==> config.mk <==
export PLATFORM = sky130hd
export DESIGN_NAME = qspi_pin_arbiter
export DESIGN_NICKNAME = d
export VERILOG_FILES = /design/src/rtl/qspi_arb_pkg.sv /design/src/rtl/qspi_arb_timer.sv /design/src/rtl/qspi_pin_arbiter.sv
export SDC_FILE = /design/constraint.sdc
export NUM_CORES = 1
export LEC_CHECK = 0
export ABC_CLOCK_PERIOD_IN_PS = 3050
export CAP_MARGIN = 20
export CORE_MARGIN = 8
export CORE_UTILIZATION = 53
export CTS_CLUSTER_DIAMETER = 60
export DETAILED_ROUTE_END_ITERATION = 12
export PLACE_DENSITY = 0.83
export SLEW_MARGIN = 20
export SYNTH_ARGS = -nofsm -noshare
export SYNTH_HDL_FRONTEND = slang
export SYNTH_SLANG_ARGS = --single-unit
==> constraint.sdc <==
create_clock -name soc_clk -period 3.05 [get_ports soc_clk]
set_clock_uncertainty 0.15 [all_clocks]
set_input_delay 0.915 -clock soc_clk [delete_from_list [all_inputs] [get_ports soc_clk]]
set_output_delay 0.915 -clock soc_clk [all_outputs]
set_load 0.005 [all_outputs]
==> src/rtl/qspi_arb_pkg.sv <==
// rtl/qspi_arb_pkg.sv - shared types and widths for the QSPI pin arbiter
package qspi_arb_pkg;

  localparam int ARB_STATE_W    = 3;
  localparam int HANDOVER_CNT_W = 8;

  typedef enum logic [ARB_STATE_W-1:0] {
    ST_FLASH_OWN = 3'd0,
    ST_DRAIN     = 3'd1,
    ST_GUARD     = 3'd2,
    ST_GPIO_OWN  = 3'd3,
    ST_RGUARD    = 3'd4
  } arb_state_e;

endpackage

==> src/rtl/qspi_arb_timer.sv <==
// rtl/qspi_arb_timer.sv - loadable down-counter that saturates at zero
module qspi_arb_timer #(
  parameter int W = 8
) (
  input  logic         clk,
  input  logic         rst,
  input  logic         load_i,
  input  logic [W-1:0] load_val_i,
  input  logic         dec_i,
  output logic         zero_o
);

  logic [W-1:0] count_q, count_d;

  always_comb begin
    count_d = count_q;
    if (load_i) begin
      count_d = load_val_i;
    end else if (dec_i && (count_q != '0)) begin
      count_d = count_q - 1'b1;
    end
  end

  always_ff @(posedge clk) begin
    if (rst) begin
      count_q <= '0;
    end else begin
      count_q <= count_d;
    end
  end

  assign zero_o = (count_q == '0);

endmodule

==> src/rtl/qspi_pin_arbiter.sv <==
// rtl/qspi_pin_arbiter.sv - hands the four QSPI data pins between flash and GPIO
module qspi_pin_arbiter
  import qspi_arb_pkg::*;
#(
  parameter int GUARD_CYCLES  = 4,
  parameter int DRAIN_TIMEOUT = 1024
) (
  input  logic                      soc_clk,
  input  logic                      rst,
  input  logic [3:0]                sw_master_req,
  input  logic                      flash_busy,
  input  logic                      flash_csb_out,
  input  logic                      clr_timeout,
  output logic [3:0]                pin_owner,
  output logic                      pad_oe_kill,
  output logic                      flash_hold,
  output logic [ARB_STATE_W-1:0]    arb_state,
  output logic                      drain_timeout,
  output logic [HANDOVER_CNT_W-1:0] handover_cnt
);

  localparam int GW = 8;
  localparam int DW = $clog2(DRAIN_TIMEOUT);
  localparam logic [GW-1:0] GUARD_LOAD = GW'(GUARD_CYCLES - 1);
  localparam logic [DW-1:0] DRAIN_LOAD = DW'(DRAIN_TIMEOUT - 1);

  arb_state_e                state_q, state_d;
  logic [3:0]                owner_q, owner_d;
  logic [HANDOVER_CNT_W-1:0] cnt_q, cnt_d;
  logic                      timeout_q, timeout_d;

  logic            req_any, flash_idle, drain_set;
  logic            guard_load, guard_dec, guard_zero;
  logic            drain_load, drain_dec, drain_zero;
  logic [DW-1:0]   drain_val;

  assign req_any    = |sw_master_req;
  assign flash_idle = !flash_busy && flash_csb_out;

  always_comb begin
    state_d   = state_q;
    owner_d   = owner_q;
    cnt_d     = cnt_q;
    drain_set = 1'b0;
    unique case (state_q)
      ST_FLASH_OWN: begin
        if (req_any) state_d = ST_DRAIN;
      end
      ST_DRAIN: begin
        if (!req_any) begin
          state_d = ST_FLASH_OWN;
        end else if (flash_idle) begin
          state_d = ST_GUARD;
        end else if (drain_zero) begin
          drain_set = 1'b1;
        end
      end
      ST_GUARD: begin
        if (guard_zero) begin
          if (req_any) begin
            state_d = ST_GPIO_OWN;
            owner_d = sw_master_req;
            cnt_d   = cnt_q + 1'b1;
          end else begin
            state_d = ST_RGUARD;
          end
        end
      end
      ST_GPIO_OWN: begin
        if (!req_any) begin
          state_d = ST_RGUARD;
        end else if (sw_master_req != owner_q) begin
          state_d = ST_GUARD;
        end
      end
      ST_RGUARD: begin
        // A fresh request goes straight back to GUARD: flash is still held.
        if (req_any) begin
          state_d = ST_GUARD;
        end else if (guard_zero) begin
          state_d = ST_FLASH_OWN;
        end
      end
      default: state_d = ST_FLASH_OWN;
    endcase
  end

  assign guard_load = ((state_d == ST_GUARD)  && (state_q != ST_GUARD)) ||
                      ((state_d == ST_RGUARD) && (state_q != ST_RGUARD));
  assign guard_dec  = !guard_load;

  // Drain count is held as "cycles remaining"; zero means the limit is reached.
  assign drain_load = (state_q != ST_DRAIN) || (state_d != ST_DRAIN);
  assign drain_val  = (state_d == ST_DRAIN) ? DRAIN_LOAD : '0;
  assign drain_dec  = !drain_load;

  assign timeout_d = drain_set ? 1'b1 : (clr_timeout ? 1'b0 : timeout_q);

  qspi_arb_timer #(.W(GW)) u_guard_timer (
    .clk        (soc_clk),
    .rst        (rst),
    .load_i     (guard_load),
    .load_val_i (GUARD_LOAD),
    .dec_i      (guard_dec),
    .zero_o     (guard_zero)
  );

  qspi_arb_timer #(.W(DW)) u_drain_timer (
    .clk        (soc_clk),
    .rst        (rst),
    .load_i     (drain_load),
    .load_val_i (drain_val),
    .dec_i      (drain_dec),
    .zero_o     (drain_zero)
  );

  always_ff @(posedge soc_clk) begin
    if (rst) begin
      state_q   <= ST_FLASH_OWN;
      owner_q   <= '0;
      cnt_q     <= '0;
      timeout_q <= 1'b0;
    end else begin
      state_q   <= state_d;
      owner_q   <= owner_d;
      cnt_q     <= cnt_d;
      timeout_q <= timeout_d;
    end
  end

  assign arb_state     = state_q;
  assign pin_owner     = (state_q == ST_GPIO_OWN) ? owner_q : 4'b0000;
  assign pad_oe_kill   = (state_q == ST_GUARD) || (state_q == ST_RGUARD);
  assign flash_hold    = (state_q != ST_FLASH_OWN);
  assign drain_timeout = timeout_q;
  assign handover_cnt  = cnt_q;

endmodule
==> flow_metrics.env <==
export IMPL_status="finished clean"
export IMPL_ios=27
export IMPL_clk_pin_slew_ns=0.11
export IMPL_leakagePower_nw=0.826
export IMPL_ant_nets=0
export IMPL_netSwitchingPower_mw=0.550
export IMPL_hold_viol=0
export IMPL_clockBufferDepth=2
export IMPL_numPortBuffers=26
export IMPL_setup_violations=0
export IMPL_stdcell_area_um2=2190
export IMPL_fill_cells=304
export IMPL_arrival_ns=1.88
export IMPL_nets=250
export IMPL_instances_no_fill=284
export IMPL_hold_class="reg2reg"
export IMPL_crit_path_end_kind="output port"
export IMPL_synthArstFlopShare_pct=0
export IMPL_syn_nets=221
export IMPL_p_int_mw=0.892
export IMPL_grt_pass1_vias=1593
export IMPL_initial_core_util_pct=55.0
export IMPL_dr_pass1_iters=5
export IMPL_cts_sinks=34
export IMPL_drv_slew=0
export IMPL_row_count=21
export IMPL_tightest_slew_ns=0.532
export IMPL_powerDensity_nw_per_um2=659
export IMPL_grt_usage_pct=15.6
export IMPL_rsz0062_at_grt="false"
export IMPL_crit_type="reg2out"
export IMPL_synth_edff_count=0
export IMPL_vias=1676
export IMPL_swShare_pct=38.2
export IMPL_crit_fanout=10
export IMPL_holdBufCountCts=0
export IMPL_dpl_hpwl_mm=3.02
export IMPL_ir_worst_vdd_mv=0.529
export IMPL_netlist_area_um2=1820
export IMPL_required_ns=1.98
export IMPL_place_area_um2=2140
export IMPL_seq_area_frac_synth_pct=37.4
export IMPL_seqPwrFrac_pct=42.6
export IMPL_worstSetupStartpointType="flip-flop"
export IMPL_clock_latency_ns=0.34
export IMPL_dieArea_um2=5570
export IMPL_cts_buffers=5
export IMPL_synthFlopType="dfxtp_1"
export IMPL_min_period_over_period_pct=96.7
export IMPL_cts_resized=0
export IMPL_hold_ws_ns=0.346
export IMPL_relSlewSlack_pct=64.3
export IMPL_drive_gt1_share_pct=10.5
export IMPL_synth_cells=209
export IMPL_die_x_um=74.6
export IMPL_placed_cells=277
export IMPL_core_area_um2=3310
export IMPL_die_h_um=74.6
export IMPL_drv_cap=0
export IMPL_antenna_cells=0
export IMPL_ys_warn_count=0
export IMPL_wl_per_cell_um=14.4
export IMPL_drc_errors=0
export IMPL_ys_types=51
export IMPL_area_growth_synth_to_final_pct=20.1
export IMPL_drt_iter0_drc=130
export IMPL_finalWirelength_mm=4.09
export IMPL_clockRootBuffer="clkbuf_4"
export IMPL_place_congestion=0.809
export IMPL_tns_ns=0
export IMPL_grt_ovfl_total=0
export IMPL_ys_ff_latch=34
export IMPL_syn_area_per_cell_um2=8.71
export IMPL_h_tree_depth=2
export IMPL_cts_setup_buffers=0
export IMPL_cts_tree="done"
export IMPL_max_freq_ghz=0.339
export IMPL_post_route_min_period_ns=2.95
export IMPL_power_frac_comb_pct=41.1
export IMPL_grt_max_degree=19
export IMPL_antenna_found_initial=0
export IMPL_viasPerCell=5.90
export IMPL_clkPwrFrac_pct=16.3
export IMPL_grt_pass1_wl_mm=6.92
[state kept, by name, summed over array words and instances, names as in the netlist]
name                   count
handover_cnt               8
arb_state                  3
drain_timeout              1
owner_q                    4
u_guard_timer.count_q      8
u_drain_timer.count_q     10
[path summary, 6_finish.rpt]
kind                                                end  slack (ns)  depth (start not counted)                                  start
setup / recovery                           pin_owner[0]        0.10                          3                arb_state[1]$_SDFF_PP0_
setup reg to reg  u_drain_timer.count_q[7]$_SDFFE_PP0P_        0.68                          6  u_drain_timer.count_q[0]$_SDFFE_PP0P_
hold / removal             handover_cnt[7]$_SDFFE_PP0P_        0.35                          2           handover_cnt[7]$_SDFFE_PP0P_
hold reg to reg            handover_cnt[7]$_SDFFE_PP0P_        0.35                          2           handover_cnt[7]$_SDFFE_PP0P_
[layout by cell type, fill, tap and decap left out, types with 7 or more instances in the layout]
master,synthesis,routed
nand2_1,12,12
o21ai_0,9,9
mux2i_1,8,8
nor3_1,8,8
xor2_1,7,7
a21oi_1,15,15
or4_1,7,7
nor2_1,16,16
clkdlybuf4s50_1,0,26
dfxtp_1,34,34
buf_4,0,7
[area by class of cell]
| class | instances | area, um2 | area share (%) |
|---|---|---|---|
| clock inverters | 2 | 10.0 | 0.458 |
| multi-input cells | 159 | 1070 | 48.9 |
| flip-flops and latches | 34 | 681 | 31.1 |
| inverters | 5 | 18.8 | 0.858 |
| clock buffers | 5 | 37.5 | 1.72 |
| repair buffers | 33 | 313 | 14.3 |
| well taps | 46 | 57.6 | 2.63 |
[worst max-delay path, stage by stage (launching register included)]
cell,delay (ns)
dfxtp_1,0.52
and3b_1,0.36
and2_1,0.17
clkdlybuf4s50_1,0.50
[layer usage]
| layer | up-vias | routed length (um) | global-route usage, % |
|---|---|---|---|
| li1 | 837 | - | - |
| met1 | 796 | 1870 | 18.6 |
| met2 | 38 | 2000 | 27.4 |
| met3 | 5 | 195 | 3.20 |
| met4 | 0 | 31 | 4.57 |
| met5 | - | 0 | 0 |
[through the flow]
| step | power [mW] | setup slack [ns] | util (%) |
|---|---|---|---|
| after global placement | 1.19 | 0.187 | 64.6 |
| after CTS | 1.44 | 0.111 | 66.1 |
| after floorplan | 1.06 | 0.574 | - |
| after global routing | 1.54 | 0.0150 | 66.1 |
| final | 1.44 | 0.101 | 66.1 |
| after detailed placement | 1.21 | 0.175 | 64.6 |
[logic make-up (layout without fill, tap and decap cells)]
| family | after synthesis | after routing | share of synthesized area [%] |
|---|---|---|---|
| buf+inv | 16 | 45 | 3.85 |
| fa+ha+maj | 3 | 3 | 2.06 |
| flops | 34 | 34 | 37.4 |
| compound gates | 47 | 47 | 17.0 |
| mux | 9 | 9 | 5.22 |
| simple gates | 89 | 89 | 29.1 |
| xor+xnor | 11 | 11 | 5.29 |
[power by group through the flow]
stage / registers (mW) / clock network (mW) / logic [mW]
CTS: 0.613 / 0.237 / 0.591
global route: 0.627 / 0.250 / 0.662
global placement: 0.617 / 0 / 0.577
finish: 0.615 / 0.235 / 0.592
floorplan: 0.598 / 0 / 0.460
detailed placement: 0.622 / 0 / 0.588
[synthesized netlist by cell type, types with 5 or more instances]
library cell | count | area share, %
o31ai_1 | 5 | 2.1
and2_1 | 5 | 1.7
nor2_1 | 16 | 3.3
dfxtp_1 | 34 | 37
nor3_1 | 8 | 2.2
xor2_1 | 7 | 3.4
mux2i_1 | 8 | 4.4
nand2b_1 | 5 | 1.7
o21ai_0 | 9 | 2.5
nand2_1 | 12 | 2.5
clkbuf_1 | 8 | 1.6
a21oi_1 | 15 | 4.1
inv_1 | 5 | 1.0
or4_1 | 7 | 2.9
Power figures use the tool's default switching activity.
==> patch 1 (config.mk and constraints unchanged) <==
Change the parameter `DRAIN_TIMEOUT` from 1024 to 2048.
--- a/src/rtl/qspi_pin_arbiter.sv
+++ b/src/rtl/qspi_pin_arbiter.sv
@@ -3,7 +3,7 @@
   import qspi_arb_pkg::*;
 #(
   parameter int GUARD_CYCLES  = 4,
-  parameter int DRAIN_TIMEOUT = 1024
+  parameter int DRAIN_TIMEOUT = 2048
 ) (
   input  logic                      soc_clk,
   input  logic                      rst,
Formal check against the unedited RTL: no difference found for any inputs over 10 cycles, from zero or initial values and one cycle with rst high; that may be too few to reach the edited logic, so the function may still have changed.
==> patch 1 against the original RTL <==
- wire length increased by 6.7%
- design area increased by 7.4%
- sequential cell count increased by 1
- worst setup slack improved by 0.035 ns
- register-to-register slack improved by 0.10 ns
- power increased by 12%
- clock power increased by 42%
- sequential share of layout area decreased by 1.3 points
- global-route usage decreased by 0.53 points
- count of clock-buffer cells in the layout unchanged
- largest cell class unchanged
- synthesized area increased by 6.7%
- sequential power increased by 2%
- hold slack got worse by 0.0044 ns
- critical path type unchanged
==> patch 1: results (changes against the original RTL) <==
standard-cell row count 22 (+4.8%); Net Sw Frac 0.373 (-0.00860); # clock sinks 35 (+2.9%); multi-input gate count 170 (+6.9%); Setup crit end pin_owner[2]; max incr delay on CP 0.55 ns (+0.03 ns); Clock buf/inv share 0.0346 (+0.0129); Lkg Pwr 0.849 nW (+2.8%); Hold Path End drain_timeout; Seq/Total Area, Yosys 0.361 (-0.0131); max FFs per register 11 (+1); CP max FO 12 (+2); Logic inverters 8 (+3); Synth top cells by count dfxtp_1, a21oi_1, nor2_1; most area-consuming cells after synthesis dfxtp_1, a21oi_1, mux2i_1; Rel. slew slack 0.588 (-0.0548); RR Startpoint arb_state[1]; min-delay src drain_timeout; initial DRC count 89 (-32%); first-pass GRT wire length 7670 um (+11%); critical register-to-register path endpoint handover_cnt[7]; syn nets 234 (+5.9%); All-Layer GR Usage 0.151 (-0.00528); Placed Cells 292 (+5.4%); worst hold margin 0.341 ns (-0.00439 ns); Final #Nets 264 (+5.6%); Multi-input gate area 0.00118 mm2 (+10%); M2 GR Usage 0.261 (-0.0126); routed wire length 4370 um (+6.7%); area delta synth->final 21.0%; largest net degree at the start of global routing 20 (+1); worst vdd ir 446 uV (-16%); met1 global-route usage 0.180 (-0.00544); vias in the first global route 1749 (+9.8%); most common flop cell mapped by yosys dfxtp_1; reg2reg setup slack 0.78 ns (+0.10 ns); GPL Wtd Cong 0.784 (-3.2%); metal2 WL 2210 um (+11%); dpl hpwl 3320 um (+9.6%); critical path arrival 1.85 ns (-0.03 ns); fraction of area in non-clock buffers 0.127 (-0.0163); nonclk buf count 31 (-6.1%); syn avg cell area 8.79 um2 (+0.87%); status finished, final reports clean; Peak Freq 343 MHz (+1.2%); drt pass-1 iters 4 (-1); Sequential Area 701 um2 (+2.9%); M1 WL 2000 um (+7.3%); synth unique cells 55 (+7.8%); ratio of cells with drive above 1 in the final layout 0.127 (+0.0219)
-- patch 1: cell count changes after synthesis, sizes merged, moves of 3 or more --
cell	before	now
nor3	9	4
nand3	4	7
a211oi	4	7
or2	0	3
xnor2	4	7
inv	5	8
xor2	7	4
-- patch 1: worst max-delay path, delay by kind of cell (launching register included) --
| kind | cells | cell delay [ns] |
|---|---|---|
| and+or+nand+nor | 2 | 0.47 |
| DFF | 1 | 0.55 |
| buffers and inverters | 1 | 0.51 |
-- patch 1: power groups by stage --
stage | clock (mW) | sequential, mW | combinational [mW]
2_1_floorplan | 0 | 0.617 | 0.507
3_3_place_gp | 0 | 0.633 | 0.635
3_5_place_dp | 0 | 0.639 | 0.645
4_1_cts | 0.342 | 0.628 | 0.655
5_1_grt | 0.358 | 0.644 | 0.724
6_report | 0.334 | 0.629 | 0.654
-- patch 1: cells by family after synthesis --
family | share of synthesized area
xor+xnor | 0.0496
fa+ha+maj | 0.0258
simple gates | 0.305
flops | 0.361
mux | 0.0361
compound gates | 0.191
buf+inv | 0.0316
==> patch 2 (config.mk and constraints unchanged) <==
Without the edit above. Put a register stage on the output `flash_hold`, cleared by the reset. The value now appears one clock later. The other outputs are not delayed to match.
--- a/src/rtl/qspi_pin_arbiter.sv
+++ b/src/rtl/qspi_pin_arbiter.sv
@@ -131,7 +131,13 @@
   assign arb_state     = state_q;
   assign pin_owner     = (state_q == ST_GPIO_OWN) ? owner_q : 4'b0000;
   assign pad_oe_kill   = (state_q == ST_GUARD) || (state_q == ST_RGUARD);
-  assign flash_hold    = (state_q != ST_FLASH_OWN);
+  always_ff @(posedge soc_clk) begin
+    if (rst) begin
+      flash_hold <= '0;
+    end else begin
+      flash_hold <= (state_q != ST_FLASH_OWN);
+    end
+  end
   assign drain_timeout = timeout_q;
   assign handover_cnt  = cnt_q;
 
Formal check against the unedited RTL: not equivalent (Yosys sat finds a counterexample within 4 cycles, from zero or initial values and one cycle with rst high).
==> patch 2 against the original RTL <==
- worst setup slack improved by 0.11 ns
- utilization up 0.41 points
- power fell by 4.2%
- first-iteration DRC count increased by 5.4%
- synthesized area down 3.0%
- wire length fell by 0.98%
- register-to-register slack improved by 0.20 ns
- design area fell by 0.97%
- sequential cell count grew 1
- largest cell class unchanged
==> patch 2: results (changes against the original RTL) <==
status finished, final reports clean; CTS Buffer Depth 2 (unchanged); min-delay src u_guard_timer.count_q[6]; Lkg Pwr 0.833 nW (+0.84%); dpl hpwl 2950 um (-2.5%); syn avg cell area 8.53 um2 (-2.1%); Place WS 0.0380 ns (-0.137 ns); Final Power 1.38 mW (-4.2%); Num CTS Buffers 5 (unchanged); FFs w/ async S/R, synth 0 (unchanged); Placed Cells 279 (+0.72%); critical register-to-register path endpoint handover_cnt[7]; worst hold margin 0.342 ns (-0.00357 ns); Clk. pwr 0.288 mW (+23%); most area-consuming cells after synthesis dfxtp_1, nor2_1, xnor2_1; diodes inserted 0 (unchanged); P_comb 0.500 mW (-16%); drt pass-1 iters 4 (-1); # H-tree levels 2 (unchanged); ratio of cells with drive above 1 in the final layout 0.0954 (-0.00961); initial DRC count 137 (+5.4%); first-pass GRT wire length 7080 um (+2.3%); All-Layer GR Usage 0.169 (+0.0128); Hold Path End u_guard_timer.count_q[6]; IO buf count 26 (unchanged); vias in the first global route 1559 (-2.1%); syn nets 219 (-0.90%); post-place instance area 0.00210 mm2 (-2.0%); Via Count 1578 (-5.8%); Worst path top cell family by delay buffers and inverters; PostCTS Resize Cnt 0 (unchanged); Final #Nets 252 (+0.80%); later-pin clock latency in the skew report 0.35 ns; Synth top cells by count dfxtp_1, nor2_1, nand2_1, nor3_1, a21oi_1; Seq/Total Area, Yosys 0.397 (+0.0230); Psw 0.487 mW (-11%); GPL Wtd Cong 0.853 (+5.5%); synth unique cells 41 (-20%); Routed WL per cell 14.1 um (-2.0%); largest net degree at the start of global routing 28 (+9); clock root cell clkbuf_4; Finished Layout Cells 287 (+1.1%); max FFs per register 10 (unchanged); initial antenna violation count 0 (unchanged); Worst-Margin Slew 0.473 ns (-0.0590 ns); worst vdd ir 434 uV (-18%); Reg2Reg Depth 7 (+1); CP max FO 8 (-2); reg2reg setup slack 0.88 ns (+0.20 ns); CP max stage cell clkdlybuf4s50_1; RR Startpoint u_guard_timer.count_q[0]
patch 2: changes by cell type in the layout (fill, tap and decap cells not counted), sizes merged, moves of 4 or more:
| cell | delta |
|---|---|
| nor2 | +10 |
| or4 | -8 |
| nor3 | +7 |
| xnor2 | +7 |
| mux2i | -6 |
| o31ai | -5 |
| a22oi | +4 |
| nand2 | +4 |
| or3 | -4 |
patch 2: worst max path at each step:
stage | start | to | slack (ns) | depth (start not counted)
floorplan | sw_master_req[3] | u_drain_timer.count_q[4] | 0.55 | 7
global placement | sw_master_req[3] | u_drain_timer.count_q[4] | 0.11 | 6
detailed placement | sw_master_req[3] | u_drain_timer.count_q[8] | 0.04 | 6
CTS | arb_state[1] | pin_owner[0] | 0.21 | 3
global route | arb_state[1] | pin_owner[3] | 0.12 | 3
finish | arb_state[1] | pin_owner[0] | 0.21 | 3
patch 2: metal layers:
metal | GRT usage | up-vias | wire length, um
met1 | 0.193 | 747 | 1780
met4 | 0.0976 | 0 | 65
met3 | 0.0464 | 5 | 254
met2 | 0.275 | 38 | 1960
li1 | - | 788 | -
met5 | 0 | - | 0
patch 2: cell type report:
class                   count  area, um2
fillers                   291       1090
flip-flops and latches     35        701
inverters                   6       22.5
multi-input cells         158        996
clock buffers               8       68.8
well taps                  46       57.6
repair buffers             34        320
patch 2: cells by family (layout without fill, tap and decap cells):
kind of cell | count (synthesis) | in the layout | share of synthesized area
AOI/OAI and AO/OA | 34 | 34 | 0.118
xor gates and xnor gates | 20 | 20 | 0.0992
adders and majority gates | 3 | 3 | 0.0213
buffers and inverters | 14 | 48 | 0.0390
DFF | 35 | 35 | 0.397
muxes | 4 | 4 | 0.0241
and+or+nand+nor | 97 | 97 | 0.301
